==> src/rtl/updown_pkg.sv <==
// -----------------------------------------------------------------------------
// updown_pkg
// Shared definitions for the up/down counter front-end control stage:
//   - direction encodings as seen by up_down_counter (DIR_DOWN / DIR_UP)
//   - direction FSM state encoding
//   - default debounce length and counter width
//   - helper that maps an FSM state onto the counter's `up` level
// -----------------------------------------------------------------------------
package updown_pkg;

  localparam logic DIR_DOWN = 1'b0;
  localparam logic DIR_UP   = 1'b1;

  // State encoding deliberately matches the direction level it drives.
  typedef enum logic {
    ST_DOWN = 1'b0,
    ST_UP   = 1'b1
  } dir_state_e;

  localparam int unsigned DEBOUNCE_CYCLES_DEFAULT = 32'd4;
  localparam int unsigned DB_W_DEFAULT            = 32'd8;

  function automatic logic state_to_dir(input dir_state_e state);
    return (state == ST_UP) ? DIR_UP : DIR_DOWN;
  endfunction

endpackage

==> src/rtl/updown_dir_ctrl_if.sv <==
// -----------------------------------------------------------------------------
// updown_dir_ctrl_if
// Button-in / control-out bundle of updown_dir_ctrl.
//   btn_up, btn_down, btn_clr : raw asynchronous active-high push-buttons
//   up                        : counter direction (1 = up, 0 = down)
//   clr                       : one-cycle clear-request pulse
//   dir_changed               : one-cycle pulse when `up` changes
//   conflict                  : one-cycle pulse on simultaneous up/down press
//   btn_level                 : debounced button levels {clr, down, up},
//                               for status display
// Modports: master = button/panel side, slave = updown_dir_ctrl.
// -----------------------------------------------------------------------------
interface updown_dir_ctrl_if;

  logic       btn_up;
  logic       btn_down;
  logic       btn_clr;
  logic       up;
  logic       clr;
  logic       dir_changed;
  logic       conflict;
  logic [2:0] btn_level;

  modport master (
    output btn_up, btn_down, btn_clr,
    input  up, clr, dir_changed, conflict, btn_level
  );

  modport slave (
    input  btn_up, btn_down, btn_clr,
    output up, clr, dir_changed, conflict, btn_level
  );

endinterface

==> src/rtl/updown_dir_ctrl_btn_debounce.sv <==
// -----------------------------------------------------------------------------
// btn_debounce
// One raw asynchronous button -> two-flop synchronizer -> counting debouncer
// -> rising-edge (press) detector.
// Parameters:
//   DEBOUNCE_CYCLES : consecutive synchronized samples a new level must hold
//                     before it is accepted (2..255)
//   DB_W            : debounce counter width, 2**DB_W > DEBOUNCE_CYCLES
// Ports:
//   clk     : rising-edge clock
//   reset   : synchronous active-high reset
//   btn_raw : raw asynchronous button input
//   level   : accepted (debounced) level, registered
//   press   : one-cycle pulse in the cycle after level is accepted 0->1
// -----------------------------------------------------------------------------
module btn_debounce #(
  parameter int unsigned DEBOUNCE_CYCLES = 32'd4,
  parameter int unsigned DB_W            = 32'd8
) (
  input  logic clk,
  input  logic reset,
  input  logic btn_raw,
  output logic level,
  output logic press
);

  localparam logic [DB_W-1:0] CNT_LAST = DB_W'(DEBOUNCE_CYCLES - 32'd1);
  localparam logic [DB_W-1:0] CNT_ONE  = DB_W'(32'd1);

  logic            s1_r;
  logic            s2_r;
  logic            db_r;
  logic            press_r;
  logic [DB_W-1:0] cnt_r;
  logic            accept_s;

  // New level has now been seen on enough consecutive samples.
  always_comb begin
    accept_s = (s2_r != db_r) && (cnt_r == CNT_LAST);
  end

  // Synchronizer, debounce counter, accepted level and press pulse.
  always_ff @(posedge clk) begin
    if (reset) begin
      s1_r    <= 1'b0;
      s2_r    <= 1'b0;
      db_r    <= 1'b0;
      cnt_r   <= '0;
      press_r <= 1'b0;
    end else begin
      s1_r    <= btn_raw;
      s2_r    <= s1_r;
      // Press is registered together with db so it lines up with the new level.
      press_r <= accept_s & s2_r;
      if (s2_r == db_r) begin
        // Any bounce back to the accepted level restarts the count.
        cnt_r <= '0;
      end else if (cnt_r == CNT_LAST) begin
        db_r  <= s2_r;
        cnt_r <= '0;
      end else begin
        cnt_r <= cnt_r + CNT_ONE;
      end
    end
  end

  assign level = db_r;
  assign press = press_r;

endmodule

==> src/rtl/updown_dir_ctrl.sv <==
// -----------------------------------------------------------------------------
// updown_dir_ctrl
// Front-end control stage for the 3-bit up/down counter. Debounces the up,
// down and clear buttons and produces the registered direction level `up`,
// a one-cycle `clr` pulse (ORed into the counter reset at the top level),
// and one-cycle `dir_changed` / `conflict` status pulses.
// Ports:
//   clk   : rising-edge clock
//   reset : synchronous active-high reset
//   bus   : updown_dir_ctrl_if.slave (buttons in, controls/status out)
// Build option:
//   UPDOWN_DIR_TOGGLE_EN : btn_up presses toggle the direction, btn_down
//                          presses are ignored, conflict is tied low.
// -----------------------------------------------------------------------------
module updown_dir_ctrl
  import updown_pkg::*;
#(
  parameter int unsigned DEBOUNCE_CYCLES = DEBOUNCE_CYCLES_DEFAULT,
  parameter int unsigned DB_W            = DB_W_DEFAULT
) (
  input logic               clk,
  input logic               reset,
  updown_dir_ctrl_if.slave  bus
);

  logic       lvl_up_s;
  logic       lvl_dn_s;
  logic       lvl_clr_s;
  logic       press_up_s;
  logic       press_dn_s;
  logic       press_clr_s;

  dir_state_e state_r;
  dir_state_e state_nxt_s;
  logic       up_r;
  logic       clr_r;
  logic       dir_changed_r;
  logic       conflict_r;
  logic       clr_nxt_s;
  logic       dir_changed_nxt_s;
  logic       conflict_nxt_s;

  btn_debounce #(.DEBOUNCE_CYCLES(DEBOUNCE_CYCLES), .DB_W(DB_W)) u_db_up (
    .clk(clk), .reset(reset), .btn_raw(bus.btn_up),
    .level(lvl_up_s), .press(press_up_s)
  );

  btn_debounce #(.DEBOUNCE_CYCLES(DEBOUNCE_CYCLES), .DB_W(DB_W)) u_db_down (
    .clk(clk), .reset(reset), .btn_raw(bus.btn_down),
    .level(lvl_dn_s), .press(press_dn_s)
  );

  btn_debounce #(.DEBOUNCE_CYCLES(DEBOUNCE_CYCLES), .DB_W(DB_W)) u_db_clr (
    .clk(clk), .reset(reset), .btn_raw(bus.btn_clr),
    .level(lvl_clr_s), .press(press_clr_s)
  );

  // Direction FSM next state and next values of the pulse outputs.
  always_comb begin
    state_nxt_s       = state_r;
    dir_changed_nxt_s = 1'b0;
    conflict_nxt_s    = 1'b0;
    // Clear is independent of direction and may coincide with a direction change.
    clr_nxt_s         = press_clr_s;
`ifdef UPDOWN_DIR_TOGGLE_EN
    if (press_up_s) begin
      state_nxt_s       = (state_r == ST_UP) ? ST_DOWN : ST_UP;
      dir_changed_nxt_s = 1'b1;
    end else begin
      state_nxt_s       = state_r;
    end
`else
    case (state_r)
      ST_DOWN: begin
        if (press_up_s && press_dn_s) begin
          conflict_nxt_s    = 1'b1;
        end else if (press_up_s) begin
          state_nxt_s       = ST_UP;
          dir_changed_nxt_s = 1'b1;
        end else begin
          state_nxt_s       = ST_DOWN;
        end
      end
      ST_UP: begin
        if (press_up_s && press_dn_s) begin
          conflict_nxt_s    = 1'b1;
        end else if (press_dn_s) begin
          state_nxt_s       = ST_DOWN;
          dir_changed_nxt_s = 1'b1;
        end else begin
          state_nxt_s       = ST_UP;
        end
      end
      default: begin
        state_nxt_s = ST_DOWN;
      end
    endcase
`endif
  end

  // State register and registered outputs.
  always_ff @(posedge clk) begin
    if (reset) begin
      state_r       <= ST_DOWN;
      up_r          <= DIR_DOWN;
      clr_r         <= 1'b0;
      dir_changed_r <= 1'b0;
      conflict_r    <= 1'b0;
    end else begin
      state_r       <= state_nxt_s;
      up_r          <= state_to_dir(state_nxt_s);
      clr_r         <= clr_nxt_s;
      dir_changed_r <= dir_changed_nxt_s;
      conflict_r    <= conflict_nxt_s;
    end
  end

  assign bus.up          = up_r;
  assign bus.clr         = clr_r;
  assign bus.dir_changed = dir_changed_r;
  assign bus.conflict    = conflict_r;
  assign bus.btn_level   = {lvl_clr_s, lvl_dn_s, lvl_up_s};

endmodule

==> src/flat_wrapper.sv <==
// flat-port wrapper written by rule: the top's interface ports become plain ports
module updown_dir_ctrl_flat import updown_pkg::*;
#(
  parameter int unsigned DEBOUNCE_CYCLES = DEBOUNCE_CYCLES_DEFAULT,
  parameter int unsigned DB_W            = DB_W_DEFAULT
)
  (clk, reset, bus_btn_up, bus_btn_down, bus_btn_clr, bus_up, bus_clr, bus_dir_changed, bus_conflict, bus_btn_level);
  updown_dir_ctrl_if bus_i ();
  input logic clk;
  input logic reset;
  input wire logic [$bits(bus_i.btn_up)-1:0] bus_btn_up;
  input wire logic [$bits(bus_i.btn_down)-1:0] bus_btn_down;
  input wire logic [$bits(bus_i.btn_clr)-1:0] bus_btn_clr;
  output wire logic [$bits(bus_i.up)-1:0] bus_up;
  output wire logic [$bits(bus_i.clr)-1:0] bus_clr;
  output wire logic [$bits(bus_i.dir_changed)-1:0] bus_dir_changed;
  output wire logic [$bits(bus_i.conflict)-1:0] bus_conflict;
  output wire logic [$bits(bus_i.btn_level)-1:0] bus_btn_level;
  assign bus_i.btn_up = bus_btn_up;
  assign bus_i.btn_down = bus_btn_down;
  assign bus_i.btn_clr = bus_btn_clr;
  assign bus_up = bus_i.up;
  assign bus_clr = bus_i.clr;
  assign bus_dir_changed = bus_i.dir_changed;
  assign bus_conflict = bus_i.conflict;
  assign bus_btn_level = bus_i.btn_level;
  updown_dir_ctrl #(.DEBOUNCE_CYCLES(DEBOUNCE_CYCLES), .DB_W(DB_W)) u_core (.clk(clk), .reset(reset), .bus(bus_i));
endmodule
==> config.mk <==
export PLATFORM = sky130hd
export DESIGN_NAME = updown_dir_ctrl_flat
export DESIGN_NICKNAME = d
export VERILOG_FILES = /design/src/rtl/updown_pkg.sv /design/src/rtl/updown_dir_ctrl_if.sv /design/src/rtl/updown_dir_ctrl_btn_debounce.sv /design/src/rtl/updown_dir_ctrl.sv /design/src/flat_wrapper.sv
export SDC_FILE = /design/constraint.sdc
export NUM_CORES = 1
export LEC_CHECK = 0
export CORE_AREA = 2 2 79 73
export CTS_CLUSTER_SIZE = 24
export DETAILED_ROUTE_END_ITERATION = 6
export DIE_AREA = 0 0 81 75
export PLACE_DENSITY = 0.58
export SLEW_MARGIN = 20
export SYNTH_ARGS = -nofsm -noshare
export SYNTH_HDL_FRONTEND = slang
export SYNTH_SLANG_ARGS = --single-unit
==> constraint.sdc <==
create_clock -name clk -period 2.3 [get_ports clk]
set_clock_uncertainty 0.15 [all_clocks]
set_input_delay 0.345 -clock clk [delete_from_list [all_inputs] [get_ports clk]]
set_output_delay 0.345 -clock clk [all_outputs]
set_load 0.01 [all_outputs]
==> run summary, run 1 <==
status -> completed
Layout Utilization -> 0.345
synthesized flop and latch total -> 40
n_diodes -> 0
Site Rows -> 25
Routed WL -> 2540 microns
Clk Latency, worst-skew pair -> 0.29 ns
GPL Wtd Cong -> 0.750
vias in the first global route -> 998
Data arrival, critical path -> 1.88 ns
global-route wire length before repair -> 4420 microns
worst setup margin -> 0.442 ns
Hold Crit Class -> register to register
Pre-antenna DRT Iters -> 4
CP Launch Type -> register
clock root buffer -> clkbuf_8
synthesized area -> 0.00154 sq mm
VDD IR max -> 0.000297 V
pwr/cell area -> 644 mW/mm^2
mean area per synthesized cell -> 9.33 sq um
Critical Path Sink Type -> register
# DRC -> 0
Leak -> 0.000580 uW
fin nets -> 188
total gr overflow -> 0
starting density of the core -> 0.297
CTS clk-pin slew, worst paths -> 0.07 ns
Tightest Pin Transition -> 0.662 ns
Hold Violations, Final -> 0
cts bufs inserted -> 5
Regs by FF count -> u_core.u_db_clr.cnt_r (8), u_core.u_db_down.cnt_r (8), u_core.u_db_up.cnt_r (8)
routed len/inst -> 10.3 microns
Critical Path RT -> 2.33 ns
First DRT Iteration DRCs -> 57
TritonCTS clock tree -> done
IO Pins -> 12
post-CTS sizing -> 0
f_max -> 538 MHz
yosys warns -> 0
Slew headroom -> 0.553
syn_nets -> 173
max_cap viols -> 0
Final setup viols -> 0
post-DR vias/cell -> 4.59
area grow syn2layout -> 16.4%
pins over their slew limit -> 0
die height -> 75 microns
WS Path Type -> register to register
Mapped Cells -> 165
min Tclk post-route -> 1.86 ns
hold buffers post-CTS -> 0
Tcrit/Tclk final -> 0.808
pin count of the biggest net entering global routing -> 12
share of cells above drive strength 1 -> 0.0722
area of the die -> 0.00608 sq mm
IO buf count -> 11
initial antenna violation count -> 0
GR Util All Layers -> 0.0969
number of post-CTS setup repair buffers -> 0
maximum fanout along the worst path -> 8
dpl hpwl -> 1800 microns
ANT nets after route -> 0
clock sinks -> 40
RSZ-0062 raised after global routing -> false
Max clock buf depth -> 2
Cell variety after synth -> 31
final setup TNS -> 0 ns
sequential share of the synthesized area -> 0.520
H-Tree Depth -> 2
die width -> 81 microns
vias -> 1133
Setup WS pre-CTS -> 0.424 ns
Core ar. -> 0.00519 sq mm
[metal layers]
metal  vias up  GRT usage  share of wire
met1       504      0.125           0.52
met4         0     0.0395          0.015
met2        21      0.140           0.41
met3         5     0.0444          0.054
met5         -          0              0
li1        603          -              -
[cell usage in the layout (no fill, tap or decap)]
cell type / n
xnor2_1: 6
nor4b_1: 2
buf_4: 1
nor2b_1: 7
or3_1: 10
and4_1: 1
clkdlybuf4s50_1: 11
clkbuf_1: 1
and2_1: 1
or3b_2: 1
nand3b_1: 1
or3_2: 1
inv_1: 8
clkbuf_8: 5
a311o_2: 1
nand2b_1: 1
a31o_2: 1
dfxtp_1: 40
nor2_1: 17
nand2_1: 6
and3_1: 1
nor3_1: 2
o21ai_0: 12
ha_1: 3
nor4_1: 1
o211ai_1: 1
nand3_1: 11
nand4_1: 4
a211o_1: 1
or4_4: 1
xor2_1: 6
clkinv_2: 1
a21bo_2: 1
a21oi_1: 13
[where the power goes]
part | switching, uW | leakage, uW | internal (uW)
registers | 3.67 | 0.000324 | 699
clock network | 221 | 0.0000410 | 206
logic | 12.6 | 0.000215 | 13.4
total | 237 | 0.000580 | 918
[final cells by class]
type	instances	area, sq um
fill	559	3400
sequential	40	801
multi-input combinational	113	683
timing repair buffer	12	118
tap	67	83.8
clock buffer	6	72.6
inverter	8	30.0
clock inverter	1	5.00
[cells by family after synthesis]
| family | synth area share |
|---|---|
| compound gates | 0.111 |
| flops | 0.520 |
| simple gates | 0.240 |
| buf+inv | 0.0366 |
| xor+xnor | 0.0682 |
| fa+ha+maj | 0.0244 |
[path summary, 6_finish.rpt]
kind                                                         start                                 end  slack [ns]  cells after the start
worst min-delay path               u_core.u_db_clr.s1_r$_SDFF_PP0_     u_core.u_db_clr.s2_r$_SDFF_PP0_        0.29                      1
worst max register to register  u_core.u_db_up.cnt_r[0]$_SDFF_PP0_  u_core.u_db_up.cnt_r[2]$_SDFF_PP0_        0.44                      4
worst max-delay path            u_core.u_db_up.cnt_r[0]$_SDFF_PP0_  u_core.u_db_up.cnt_r[2]$_SDFF_PP0_        0.44                      4
worst min register to register     u_core.u_db_clr.s1_r$_SDFF_PP0_     u_core.u_db_clr.s2_r$_SDFF_PP0_        0.29                      1
[per-stage QoR]
step | total power, uW | area [sq um] | instances | hold WS (ns)
4_1_cts | 1170 | 1790 | 247 | 0.291
3_3_place_gp | 745 | 1720 | 240 | 0.272
2_1_floorplan | 731 | 1540 | 165 | 0.264
5_1_grt | 1200 | 1790 | 247 | 0.311
6_report | 1160 | 1790 | 247 | 0.288
3_5_place_dp | 745 | 1720 | 240 | 0.274
[cells in the mapped netlist (all sizes together)]
cell type / count / area [sq um]
nor4b: 2 / 17.5
o21ai: 12 / 60.1
and3: 1 / 6.26
a21bo: 1 / 10.0
nand4: 4 / 25.0
o211ai: 1 / 7.51
buf: 3 / 22.5
or3b: 1 / 8.76
nand3b: 1 / 7.51
nor2b: 7 / 43.8
xor2: 6 / 52.6
a21oi: 13 / 65.1
nor2: 17 / 63.8
xnor2: 6 / 52.6
nand3: 11 / 55.1
dfxtp: 40 / 801
nand2: 6 / 22.5
a211o: 1 / 8.76
and4: 1 / 8.76
clkbuf: 1 / 3.75
or4: 1 / 11.3
and2: 1 / 6.26
inv: 8 / 30.0
ha: 3 / 37.5
nor3: 2 / 10.0
nand2b: 1 / 6.26
or3: 11 / 70.1
a311o: 1 / 11.3
a31o: 1 / 8.76
nor4: 1 / 6.26
[worst max-delay path, stage by stage (launching register included)]
cell and delay [ns]:
dfxtp_1 0.35, ha_1 0.22, nor4b_1 0.57, a211o_1 0.37
nor2_1 0.08
(Power assumes the default switching activity.)
==> inputs of run 2 (changes only) <==
- PLACE_DENSITY: 0.58 -> 0.6
- clock period: 2.3 -> 1.6 ns (I/O delays scaled with it)
==> run summary, run 2 (synthesis gave the netlist of run 1 again) <==
Clk Latency, worst-skew pair -> 0.28 ns
Critical Path RT -> 1.67 ns
ANT nets after route -> 0
GPL Wtd Cong -> 0.746
worst setup margin -> 0.0458 ns
global-route wire length before repair -> 4480 microns
cts bufs inserted -> 5
GR Util All Layers -> 0.0966
maximum fanout along the worst path -> 4
Hold Violations, Final -> 0
dpl hpwl -> 1870 microns
Leak -> 0.000699 uW
clock network fraction of design power -> 0.358
Top Metal Used -> met4
Data arrival, critical path -> 1.63 ns
die width -> 81 microns
Tcrit/Tclk final -> 0.971
post-DR vias/cell -> 4.61
fin nets -> 205
Pre-antenna DRT Iters -> 4
die height -> 75 microns
clock sinks -> 40
R2R setup slack -> 0.05 ns
n_diodes -> 0
pwr/cell area -> 850 mW/mm^2
starting density of the core -> 0.297
hold path startpoint -> u_core.u_db_up.s1_r$_SDFF_PP0_
commonest non-fill, non-tap cell in the layout -> dfxtp_1
Core ar. -> 0.00519 sq mm
vias -> 1209
initial antenna violation count -> 0
routed len/inst -> 9.94 microns
First DRT Iteration DRCs -> 51
RSZ-0062 raised after global routing -> true
switching pwr -> 334 uW
Logic pwr share -> 0.030
CP Launch Type -> register
most frequent cells in the layout -> dfxtp_1, buf_4, nor2_1
Net Sw Frac -> 0.203
Critical Path Sink Type -> register
share of cells above drive strength 1 -> 0.190
Setup WS pre-CTS -> 0.0380 ns
TritonCTS clock tree -> done
Routed WL -> 2600 microns
area of the die -> 0.00608 sq mm
Hold Crit Depth -> 1
# DRC -> 0
WS Path Type -> register to register
Worst Hold End -> u_core.u_db_up.s2_r$_SDFF_PP0_
Hold Crit Class -> register to register
vias in the first global route -> 1053
Site Rows -> 25
min Tclk post-route -> 1.55 ns
FILL cells -> 558
status -> completed
area grow syn2layout -> 25.9%
H-Tree Depth -> 2
IO Pins -> 12
total gr overflow -> 0
Layout Utilization -> 0.373
clock root buffer -> clkbuf_8
wire length on met1 -> 1310 microns
CTS clk-pin slew, worst paths -> 0.07 ns
pin count of the biggest net entering global routing -> 11
final setup TNS -> 0 ns
Final setup viols -> 0
Int Power -> 1310 uW
Tightest Pin Transition -> 0.292 ns
met3 WL -> 111 microns
VDD IR max -> 0.000445 V
r2r startpoint -> u_core.u_db_down.cnt_r[4]$_SDFF_PP0_
max_cap viols -> 0
pins over their slew limit -> 0
R2R depth -> 3
Regs by FF count -> u_core.u_db_clr.cnt_r (8), u_core.u_db_down.cnt_r (8), u_core.u_db_up.cnt_r (8)
DR WL met2 -> 1140 microns
IO buf count -> 11
worst r2r dst -> u_core.u_db_down.level$_SDFFE_PP0P_
Max clock buf depth -> 2
share of power burned in registers -> 0.612
f_max -> 643 MHz
Slew headroom -> 0.804
==> run 2: cell types whose count changed in the layout (fill, tap and decap cells not counted), sizes merged <==
cell,previous run,this run
clkdlybuf4s50,11,7
clkbuf,6,5
dlymetal6s2s,0,1
dlygate4sd2,0,3
buf,1,18
clkinv,1,0
==> run 2: area by class of cell <==
type | instances | area [sq um] | share of cell area
Timing Repair Buffer | 29 | 244 | 0.126
Clock buffer | 5 | 68.8 | 0.0355
Inverter | 8 | 30.0 | 0.0155
Tap cell | 67 | 83.8 | 0.0432
Multi-Input combinational cell | 113 | 707 | 0.365
Sequential cell | 40 | 806 | 0.415
==> run 2: worst max path at each step <==
stage / start / to / slack (ns) / depth (start not counted)
after floorplan: u_core.u_db_down.cnt_r[0]$_SDFF_PP0_ / u_core.u_db_down.cnt_r[2]$_SDFF_PP0_ / 0.02 / 4
after global placement: u_core.u_db_up.cnt_r[0]$_SDFF_PP0_ / u_core.u_db_up.cnt_r[2]$_SDFF_PP0_ / 0.04 / 5
after detailed placement: reset / u_core.u_db_clr.cnt_r[5]$_SDFF_PP0_ / 0.04 / 4
after CTS: u_core.u_db_up.level$_SDFFE_PP0P_ / bus_btn_level[0] / 0.006 / 1
after global routing: u_core.u_db_down.cnt_r[7]$_SDFF_PP0_ / u_core.u_db_down.level$_SDFFE_PP0P_ / -0.001 / 3
final: u_core.u_db_down.cnt_r[4]$_SDFF_PP0_ / u_core.u_db_down.level$_SDFFE_PP0P_ / 0.05 / 3
==> run 2: timing repair <==
action	in CTS	in global routing
buffers inserted	0	0
hold buffers	0	0
resized for setup	4	8
gates cloned	0	0
endpoints found under the setup margin	4	16
pin swaps	0	2
endpoints found under the hold margin	0	0
==> run 2: routing by layer <==
metal  track usage  up-vias
met3        0.0336        5
met5             0        -
met4        0.0508        0
li1              -      631
met2         0.150       18
met1         0.119      555
==> run 2: stage by stage <==
step | hold WS (ns) | area, sq um | instances | total power (uW)
6_report | 0.290 | 1940 | 262 | 1650
5_1_grt | 0.302 | 1940 | 262 | 1730
4_1_cts | 0.295 | 1910 | 262 | 1680
3_5_place_dp | 0.280 | 1850 | 257 | 1080
3_3_place_gp | 0.266 | 1850 | 257 | 1080
2_1_floorplan | 0.162 | 1550 | 165 | 1050
==> run 2: power by group through the flow <==
stage / sequential, uW / clock (uW) / combinational, uW
CTS: 1010 / 625 / 48.8
floorplan: 1030 / 0 / 19.7
global placement: 1030 / 0 / 48.6
finish: 1010 / 590 / 49.3
global route: 1010 / 669 / 54.3
detailed placement: 1030 / 0 / 48.8
==> run 2: worst max-delay path, stage by stage (launching register included) <==
cell and delay (ns):
dfxtp_1 0.34, or4_4 0.54, or3_1 0.35, a21oi_1 0.12
